$ cat config.mk
export PLATFORM = sky130hd
export DESIGN_NAME = if_fetch_stage
export DESIGN_NICKNAME = d
export VERILOG_FILES = /design/src/rtl/if_fetch_stage.sv
export SDC_FILE = /design/constraint.sdc
export NUM_CORES = 1
export LEC_CHECK = 0
export ABC_CLOCK_PERIOD_IN_PS = 2400
export BUFFER_PORTS_ARGS = -buffer_cell sky130_fd_sc_hd__buf_2
export CAP_MARGIN = 0
export CORE_ASPECT_RATIO = 1.75
export CORE_MARGIN = 4
export CORE_UTILIZATION = 49
export CTS_CLUSTER_DIAMETER = 200
export DETAILED_ROUTE_END_ITERATION = 16
export PLACE_DENSITY = 0.91
export SLEW_MARGIN = 25
export SYNTH_ARGS = -nofsm -noshare
export SYNTH_HDL_FRONTEND = slang
export SYNTH_SLANG_ARGS = --single-unit
$ cat constraint.sdc
create_clock -name clk -period 2.4 [get_ports clk]
set_input_delay 0.48 -clock clk [delete_from_list [all_inputs] [get_ports clk]]
set_output_delay 0.48 -clock clk [all_outputs]
set_load 0.005 [all_outputs]
$ cat src/rtl/if_fetch_stage.sv
// MIPS instruction-fetch stage: owns the PC, picks the next PC from the ID-stage
// redirects, and holds the IF/ID pipeline register (bubble on flush, hold on stall).
module if_fetch_stage #(
   parameter logic [31:0] RESET_PC  = 32'h0000_0000,
   parameter logic [31:0] NOP_INSTR = 32'h0000_0000,
   parameter int          CNT_W     = 16
) (
   input  logic             clk,
   input  logic             reset_n,
   input  logic             stall,
   input  logic             if_flush,
   input  logic             jump,
   input  logic [31:0]      jump_target,
   input  logic             bne_taken,
   input  logic [31:0]      branch_target,
   input  logic             jr,
   input  logic [31:0]      jr_target,
   output logic [31:0]      imem_addr,
   input  logic [31:0]      imem_rdata,
   output logic [31:0]      id_instr,
   output logic [31:0]      id_pc_plus4,
   output logic             id_valid,
   output logic [CNT_W-1:0] flush_cnt
);

   localparam logic [31:0]      WORD_MASK = 32'hFFFF_FFFC;
   localparam logic [CNT_W-1:0] CNT_ONE   = {{(CNT_W-1){1'b0}}, 1'b1};

   logic [31:0]      pc_q, pc_d;
   logic [31:0]      instr_q, instr_d;
   logic [31:0]      pc4_q, pc4_d;
   logic             valid_q, valid_d;
   logic [CNT_W-1:0] fcnt_q, fcnt_d;
   logic [31:0]      pc_plus4;

   assign pc_plus4 = pc_q + 32'd4;

   always_comb begin
      pc_d    = pc_q;
      instr_d = instr_q;
      pc4_d   = pc4_q;
      valid_d = valid_q;
      fcnt_d  = fcnt_q;
      // A stalled cycle ignores redirects and flushes; ID re-resolves them next cycle.
      if (!stall) begin
         if (jr)             pc_d = jr_target & WORD_MASK;
         else if (bne_taken) pc_d = branch_target & WORD_MASK;
         else if (jump)      pc_d = jump_target & WORD_MASK;
         else                pc_d = pc_plus4;

         pc4_d = pc_plus4;
         if (if_flush) begin
            instr_d = NOP_INSTR;
            valid_d = 1'b0;
            if (fcnt_q != {CNT_W{1'b1}}) fcnt_d = fcnt_q + CNT_ONE;
         end else begin
            instr_d = imem_rdata;
            valid_d = 1'b1;
         end
      end
   end

   always_ff @(posedge clk or negedge reset_n) begin
      if (!reset_n) begin
         pc_q    <= RESET_PC;
         instr_q <= NOP_INSTR;
         pc4_q   <= 32'd0;
         valid_q <= 1'b0;
         fcnt_q  <= '0;
      end else begin
         pc_q    <= pc_d;
         instr_q <= instr_d;
         pc4_q   <= pc4_d;
         valid_q <= valid_d;
         fcnt_q  <= fcnt_d;
      end
   end

   assign imem_addr   = pc_q;
   assign id_instr    = instr_q;
   assign id_pc_plus4 = pc4_q;
   assign id_valid    = valid_q;
   assign flush_cnt   = fcnt_q;

endmodule

# After elaboration in Yosys (flattened, before gate mapping)
# Index checks and enable logic that the tools add are counted.
[classes]
magnitude_cmp = 0
n_reduce_logical = 1
n_bitwise = 1
eq_ne = 1
n_mul = 0
n_addsub = 2
muxes = 5
div_mod_pow = 0
n_shift = 0
[ops]
columns = ["operator", "count"]
rows = [
  ["2-to-1 mux 32 bit", 4],
  ["adder 32 x 3 -> 32 bit (second input constant)", 1],
  ["adder 16 x 1 -> 16 bit (second input constant)", 1],
  ["inequality test 16 bit (second input constant)", 1],
  ["AND reduction 3 bit", 1],
  ["2-to-1 mux 1 bit", 1],
  ["NOT 1 bit", 1],
]
[totals]
inputBits = 135
register_bits = 113
mem_bits_rw = 0
latchBits = 0
romBits = 0
mem_count = 0
out_inout_bits = 113

# Depth between registers and ports, before layout
# Gate-level depths: netlist of run 1.
[depth]
depth_word = 4
depth_mapped = 7
mapped_depth_nobuf = 6

# Least setup slack after synthesis of run 1
# Ideal clock, no wire load.
[synth_timing]
path_type = "reg-to-reg"
from = "reg pc_q[2], in the netlist imem_addr[2]"
to = "reg pc_q[28], in the netlist imem_addr[28]"
required_ns = 2.280
n_path_buf = 0
path_slack_ns = 0.284
t_arrival_ns = 1.996
stages_incl_launch_ff = 7
path_cell_list = "dfrtp_1 -> ha_1 -> and4_1 -> nand2_1 -> nor4_4 -> mux2_2 -> a31o_2"
[synth_between]
elab_chain_cells = 4
[synth_lines]
columns = ["item", "line", "source"]
rows = [
  ["start: declaration", "29", "logic [31:0] pc_q, pc_d;"],
  ["start signal: assignment", "71", "pc_q <= pc_d;"],
  ["adder 32 x 3 -> 32 bit", "36", "assign pc_plus4 = pc_q + 32'd4;"],
  ["2-to-1 mux 32 bit", "48", "else if (jump) pc_d = jump_target & WORD_MASK;"],
  ["2-to-1 mux 32 bit", "47", "else if (bne_taken) pc_d = branch_target & WORD_MASK;"],
  ["2-to-1 mux 32 bit", "46", "if (jr) pc_d = jr_target & WORD_MASK;"],
]
# Every way passes these cells.
# A chain may end at the register's enable or synchronous reset.

# Worst setup path after layout of run 1
[layout_timing]
from = "reg pc_q[12], in the netlist imem_addr[12]"
to = "reg pc_q[28], in the netlist imem_addr[28]"
# The elaborated chain is that of the path after synthesis.

==> out/qor.csv, run 1 <==
stage;metric;value;unit
run_status;status;finished clean;
die;io_pins;248;
critical_path;critPathMaxFanout;6;
synthesis;synthesis.area;0.00603;sq mm
critical_path;r2r_end;imem_addr[28]$_DFFE_PN0N_;
finish;layout_commonest_cell;buf_2;
pwr;power_density;646;mW/mm^2
sta;period_share;89.8;%
clocking;cts_buffers;9;
finish;drive_above_1_share;35.6;%
routing;post-route-drc-count;0;
synthesis;syn_inst;648;
finish;layout_common_cells;buf_2 (235), dfrtp_1 (109), nand2_1 (84);
routing;via_count;6016;
routing;viasPerCell;5.72;
routing;wl;18900;um
hold_path;worstHoldPathType;in -> async;
pwr;total_leakage_power;3.69;nW
clocking;ctsHoldBuffers;0;
clocking;cts_setup_buffers;0;
clocking;cts.path.max_buffers;2;
die;initial_core_util;50.0;%
global_routing;antenna_found_initial;0;
critical_path;critPathArrivalTime;2390;ps
routing;wl_per_cell;18.0;um
synthesis;synth.avg_cell_area;9.31;sq um
critical_path;r2r_setup_slack;240;ps
synthesis;synth_ff_type;dfrtp_1;
finish;syn_to_final_growth;28.4;%
synthesis;synthDistinctLibCells;70;
sta;hold_viol;0;
synthesis;synth-edff-count;0;
clocking;cts_tree;done;
sta;timing.fmax;464;MHz
finish;final_cell_area;0.00775;sq mm
synthesis;synth-seq-cells;109;
global_routing;busiest_layer;met2;
finish;seqCellArea;0.00273;sq mm
placement;placed_cell_area;0.00744;sq mm
finish;antenna_cells;0;
finish;fillCellCount;1026;
critical_path;cp-start-kind;flop;
clocking;clk_pin_slew;80;ps
critical_path;required;2630;ps
die;die_area;0.0142;sq mm
critical_path;r2r_start;imem_addr[12]$_DFFE_PN0N_;
global_routing;use_met1;28.2;%
die;rows;53;
die;core_area;0.0121;sq mm
pwr;vdd_ir_drop_max;0.000432;V
run;cap_violations;0;
critical_path;r2r_cells;5;
die;dieWidth;91.9;um
finish;multi_input_area;0.00299;sq mm
clocking;root_buffer;clkbuf_16;
synthesis;async_reset_ff_share;100;%
sta;rsz0062_at_grt;no;
clocking;cts.sinks;109;
routing;drt_iter0_markers;326;
critical_path;end_kind;flop;
placement;hpwl;14500;um
routing;dr.pass1.iters;5;
sta;fin_skew;9.36;ps
global_routing;gr-usage-met2;47.7;%
global_routing;grt_pass1_vias;6054;
sta;worst_pin_slew;575;ps
routing;drt.antenna.violating_nets;0;
sta;fin_tns_setup;0;ps
placement;gp_congestion;0.882;
sta;slew_headroom;61.5;%
placement;io_buffers;237;
synthesis;yosysWarnings;0;
global_routing;grt_pass1_wl;29700;um
die;die_y;155;um
clocking;clkLatencyLatePin;340;ps
sta;post-route-min-period;2160;ps
global_routing;grt_max_degree;97;
clocking;htreeDepth;3;
global_routing;track_usage;26.1;%
finish;nNetsFinal;1019;
clocking;cts_resized;0;
global_routing;use_met3;4.57;%
synthesis;ys_seq_area_share;45.2;%
sta;setup_viol;0;
sta;maxSlewViolCount;0;
global_routing;grt_overflow;0;
critical_path;worstSetupPathType;reg -> reg;
## cell usage after synthesis, types with 3 or more instances
library cell / instances / area [sq um]
dfrtp_1: 109 / 2730
nand2_1: 84 / 315
o21ai_0: 66 / 330
nand2b_1: 45 / 282
clkbuf_1: 31 / 116
xnor2_1: 29 / 254
nor2_1: 24 / 90.1
a21oi_1: 20 / 100
nor3_1: 20 / 100
inv_1: 18 / 67.6
nand3_1: 17 / 85.1
mux2_2: 14 / 158
nand4_1: 13 / 81.3
a221oi_1: 12 / 105
a31oi_1: 11 / 68.8
mux2i_1: 9 / 90.1
o211ai_1: 8 / 60.1
xor2_1: 8 / 70.1
and4_1: 6 / 52.6
a22oi_1: 5 / 37.5
o22ai_1: 5 / 31.3
o31a_1: 5 / 43.8
o31ai_1: 5 / 37.5
and3_1: 4 / 25.0
buf_4: 4 / 30.0
a211oi_1: 3 / 22.5
a21boi_0: 3 / 22.5
a221o_1: 3 / 30.0
clkbuf_8: 3 / 41.3
nor2b_1: 3 / 18.8
nor4_1: 3 / 18.8
o21a_1: 3 / 22.5
o221ai_1: 3 / 26.3
or2_2: 3 / 18.8
or3_1: 3 / 18.8
## worst max-delay path, cell delays in order, from the launching register on
cell	delay, ps
dfrtp_1	470
nand3_2	130
or3_1	430
nor4_4	400
mux2_2	380
a31o_2	240
## worst max-delay path by stage
stage	startpoint	to	depth (start not counted)
6_report	imem_addr[12]$_DFFE_PN0N_	imem_addr[28]$_DFFE_PN0N_	5
4_1_cts	imem_addr[16]$_DFFE_PN0N_	imem_addr[28]$_DFFE_PN0N_	5
5_1_grt	imem_addr[3]$_DFFE_PN0N_	imem_addr[20]$_DFFE_PN0N_	7
3_3_place_gp	imem_addr[16]$_DFFE_PN0N_	imem_addr[28]$_DFFE_PN0N_	5
2_1_floorplan	imem_addr[2]$_DFFE_PN0N_	imem_addr[28]$_DFFE_PN0N_	6
3_5_place_dp	imem_addr[16]$_DFFE_PN0N_	imem_addr[28]$_DFFE_PN0N_	5
## registers in the layout, summed over array words and instances, names as in the netlist
name         cells
flush_cnt       16
id_valid         1
id_instr        32
imem_addr       30
id_pc_plus4     30
## per-layer routing
| layer | part of all wire (%) | up-vias |
|---|---|---|
| met1 | 35 | 2827 |
| li1 | - | 2771 |
| met4 | 5.3 | 0 |
| met3 | 8.1 | 69 |
| met2 | 52 | 349 |
| met5 | 0 | - |
## report_power, final
group	leakage [nW]	switching (W)	internal (W)
sequential	1.35	0.000245	0.00208
clock	0.149	0.000690	0.000847
combinational	2.20	0.000584	0.000560
## per-stage QoR
stage	worst slack (ps)	util (%)	total power (W)	hold WS [ps]	instances
after global placement	288	61.7	0.00346	459	1036
after floorplan	284	-	0.00290	184	651
after detailed placement	253	61.7	0.00350	468	1036
after CTS	254	64.2	0.00505	115	1052
after global routing	150	64.2	0.00526	139	1052
final	244	64.2	0.00501	107	1052
## area by class of cell
type / instances / area share (%)
flip-flops and latches: 109 / 35.2
clock buffers: 10 / 3.08
multi-input cells: 477 / 38.5
inverters: 21 / 1.02
clock inverters: 6 / 0.888
repair buffers: 264 / 18.6
well taps: 165 / 2.66
## cell families (layout without fill, tap and decap cells)
logic type,count (synthesis),count (layout),share of synthesized area (%)
compound gates,169,169,18.1
xor+xnor,37,37,5.37
fa+ha+maj,2,2,0.415
mux,23,23,4.11
other cells,1,4,0.0621
buf+inv,65,301,5.49
simple gates,242,242,21.3
flops,109,109,45.2
(Power assumes the default switching activity.)
==> inputs of run 2 (changes only) <==
--- a/config.mk
+++ b/config.mk
@@ -8,11 +8,12 @@
 export ABC_CLOCK_PERIOD_IN_PS = 2400
 export BUFFER_PORTS_ARGS = -buffer_cell sky130_fd_sc_hd__buf_2
 export CAP_MARGIN = 0
-export CORE_ASPECT_RATIO = 1.75
+export CORE_ASPECT_RATIO = 0.5
 export CORE_MARGIN = 4
 export CORE_UTILIZATION = 49
 export CTS_CLUSTER_DIAMETER = 200
 export DETAILED_ROUTE_END_ITERATION = 16
+export HOLD_SLACK_MARGIN = 0.08
 export PLACE_DENSITY = 0.91
 export SLEW_MARGIN = 25
 export SYNTH_ARGS = -nofsm -noshare
==> run 2 against run 1 <==
- flip-flop and latch count did not move
- register-to-register slack worse by 80 ps
- fmax shrank 3.5%
- non-clock buffer count decreased by 4
- clock power fell by 6%
==> out/qor.csv, run 2 (synthesis gave the netlist of run 1 again) <==
stage;metric;value;unit
run_status;status;finished clean;
critical_path;r2r_end;imem_addr[28]$_DFFE_PN0N_;
die;rows;28;
routing;viasPerCell;5.72;
sta;post-route-min-period;2230;ps
global_routing;grt_pass1_wl;29100;um
sta;fin_ws;165;ps
critical_path;required;2640;ps
clocking;cts.path.max_buffers;2;
placement;place_ws;198;ps
placement;gp_congestion;0.886;
sta;slew_headroom;49.0;%
global_routing;grt_pass1_vias;5895;
global_routing;track_usage;25.5;%
finish;final_cell_area;0.00768;sq mm
routing;wl;18600;um
critical_path;crit_end;imem_addr[28]$_DFFE_PN0N_;
finish;antenna_cells;0;
global_routing;grt_overflow;0;
die;die_area;0.0143;sq mm
critical_path;cp-start-kind;flop;
die;core_area;0.0119;sq mm
sta;timing.fmax;447;MHz
global_routing;use_met1;31.3;%
finish;nNetsFinal;1015;
sta;worst_pin_slew;759;ps
routing;drt_iter0_markers;477;
critical_path;end_kind;flop;
critical_path;r2r_cells;6;
hold_path;worstHoldPathType;in -> reg;
critical_path;critPathMaxFanout;5;
finish;fillCellCount;1015;
critical_path;worstSetupPathType;reg -> reg;
sta;fin_tns_setup;0;ps
clocking;clk_pin_slew;80;ps
finish;drive_above_1_share;35.2;%
placement;io_buffers;237;
sta;rsz0062_at_grt;no;
clocking;cts_tree;done;
global_routing;use_met3;5.61;%
critical_path;critPathArrivalTime;2480;ps
sta;period_share;93.1;%
placement;placed_cell_area;0.00738;sq mm
finish;layout_commonest_cell;buf_2;
run;cap_violations;0;
pwr;power_density;640;mW/mm^2
die;dieWidth;165;um
clocking;root_buffer;clkbuf_16;
clocking;cts_buffers;9;
critical_path;r2r_setup_slack;170;ps
finish;largest_reg_flops;32;
global_routing;gr-usage-met2;44.2;%
routing;via_count;5997;
global_routing;busiest_layer;met2;
global_routing;grt_max_degree;74;
finish;syn_to_final_growth;27.2;%
routing;dr.pass1.iters;5;
finish;layout_common_cells;buf_2 (235), dfrtp_1 (109), nand2_1 (84);
die;initial_core_util;50.7;%
placement;hpwl;13800;um
routing;drt.antenna.violating_nets;0;
critical_path;r2r_start;imem_addr[3]$_DFFE_PN0N_;
die;io_pins;248;
pwr;vdd_ir_drop_max;0.000401;V
clocking;cts_setup_buffers;0;
clocking;htreeDepth;3;
clocking;cts.sinks;109;
sta;maxSlewViolCount;0;
routing;wl_per_cell;17.7;um
pwr;total_leakage_power;3.65;nW
sta;hold_viol;0;
global_routing;antenna_found_initial;0;
critical_path;worstSetupStartpoint;imem_addr[3]$_DFFE_PN0N_;
clocking;clkLatencyLatePin;350;ps
die;die_y;86.5;um
sta;fin_skew;8.60;ps
routing;post-route-drc-count;0;
sta;setup_viol;0;
run 2: timing repair:
action | 4_1_cts | 5_1_grt
endpoints found under the hold margin | 19 | 0
hold buffers | 1 | 0
gates resized for setup | 0 | 0
run 2: layer usage:
layer | up-vias | wire length [um]
li1 | 2775 | -
met1 | 2882 | 7340
met4 | 0 | 555
met5 | - | 0
met2 | 289 | 9330
met3 | 51 | 1350
run 2: per-stage QoR:
step	power [W]	instances	hold slack, ps	utilization [%]
after floorplan	0.00290	651	184	-
after global placement	0.00342	1031	380	62.0
after detailed placement	0.00348	1031	385	62.0
after CTS	0.00494	1048	351	64.4
after global routing	0.00519	1048	363	64.4
final	0.00491	1048	363	64.4
run 2: area by class of cell:
class,count,area (sq um),area share [%]
clock buffer,9,225,2.93
clock inverter,7,60.1,0.782
inverter,21,78.8,1.03
multi-input combinational,477,2990,38.9
sequential,109,2730,35.5
tap,165,206,2.69
timing repair buffer,260,1390,18.1
run 2: worst max-delay path, cell delays in order (launching register included):
cell	delay, ps
dfrtp_1	410
ha_1	220
and4_1	370
nand2_1	160
nor4_4	360
mux2_2	380
a31o_2	240
run 2: worst min-delay path by stage:
stage,startpoint,end,cells after the start
finish,imem_rdata[31],id_instr[31]$_DFFE_PN0N_,2
CTS,imem_rdata[31],id_instr[31]$_DFFE_PN0N_,2
detailed placement,reset_n,id_instr[6]$_DFFE_PN0N_,1
global route,imem_rdata[31],id_instr[31]$_DFFE_PN0N_,2
global placement,reset_n,id_instr[9]$_DFFE_PN0N_,1
floorplan,reset_n,flush_cnt[0]$_DFFE_PN0P_,0
run 2: report_power, final:
part | total (W) | internal (W) | leakage, nW | switching [W]
logic | 0.00112 | 0.000549 | 2.17 | 0.000573
registers | 0.00233 | 0.00208 | 1.35 | 0.000256
clock network | 0.00145 | 0.000721 | 0.137 | 0.000732
total | 0.00491 | 0.00335 | 3.65 | 0.00156
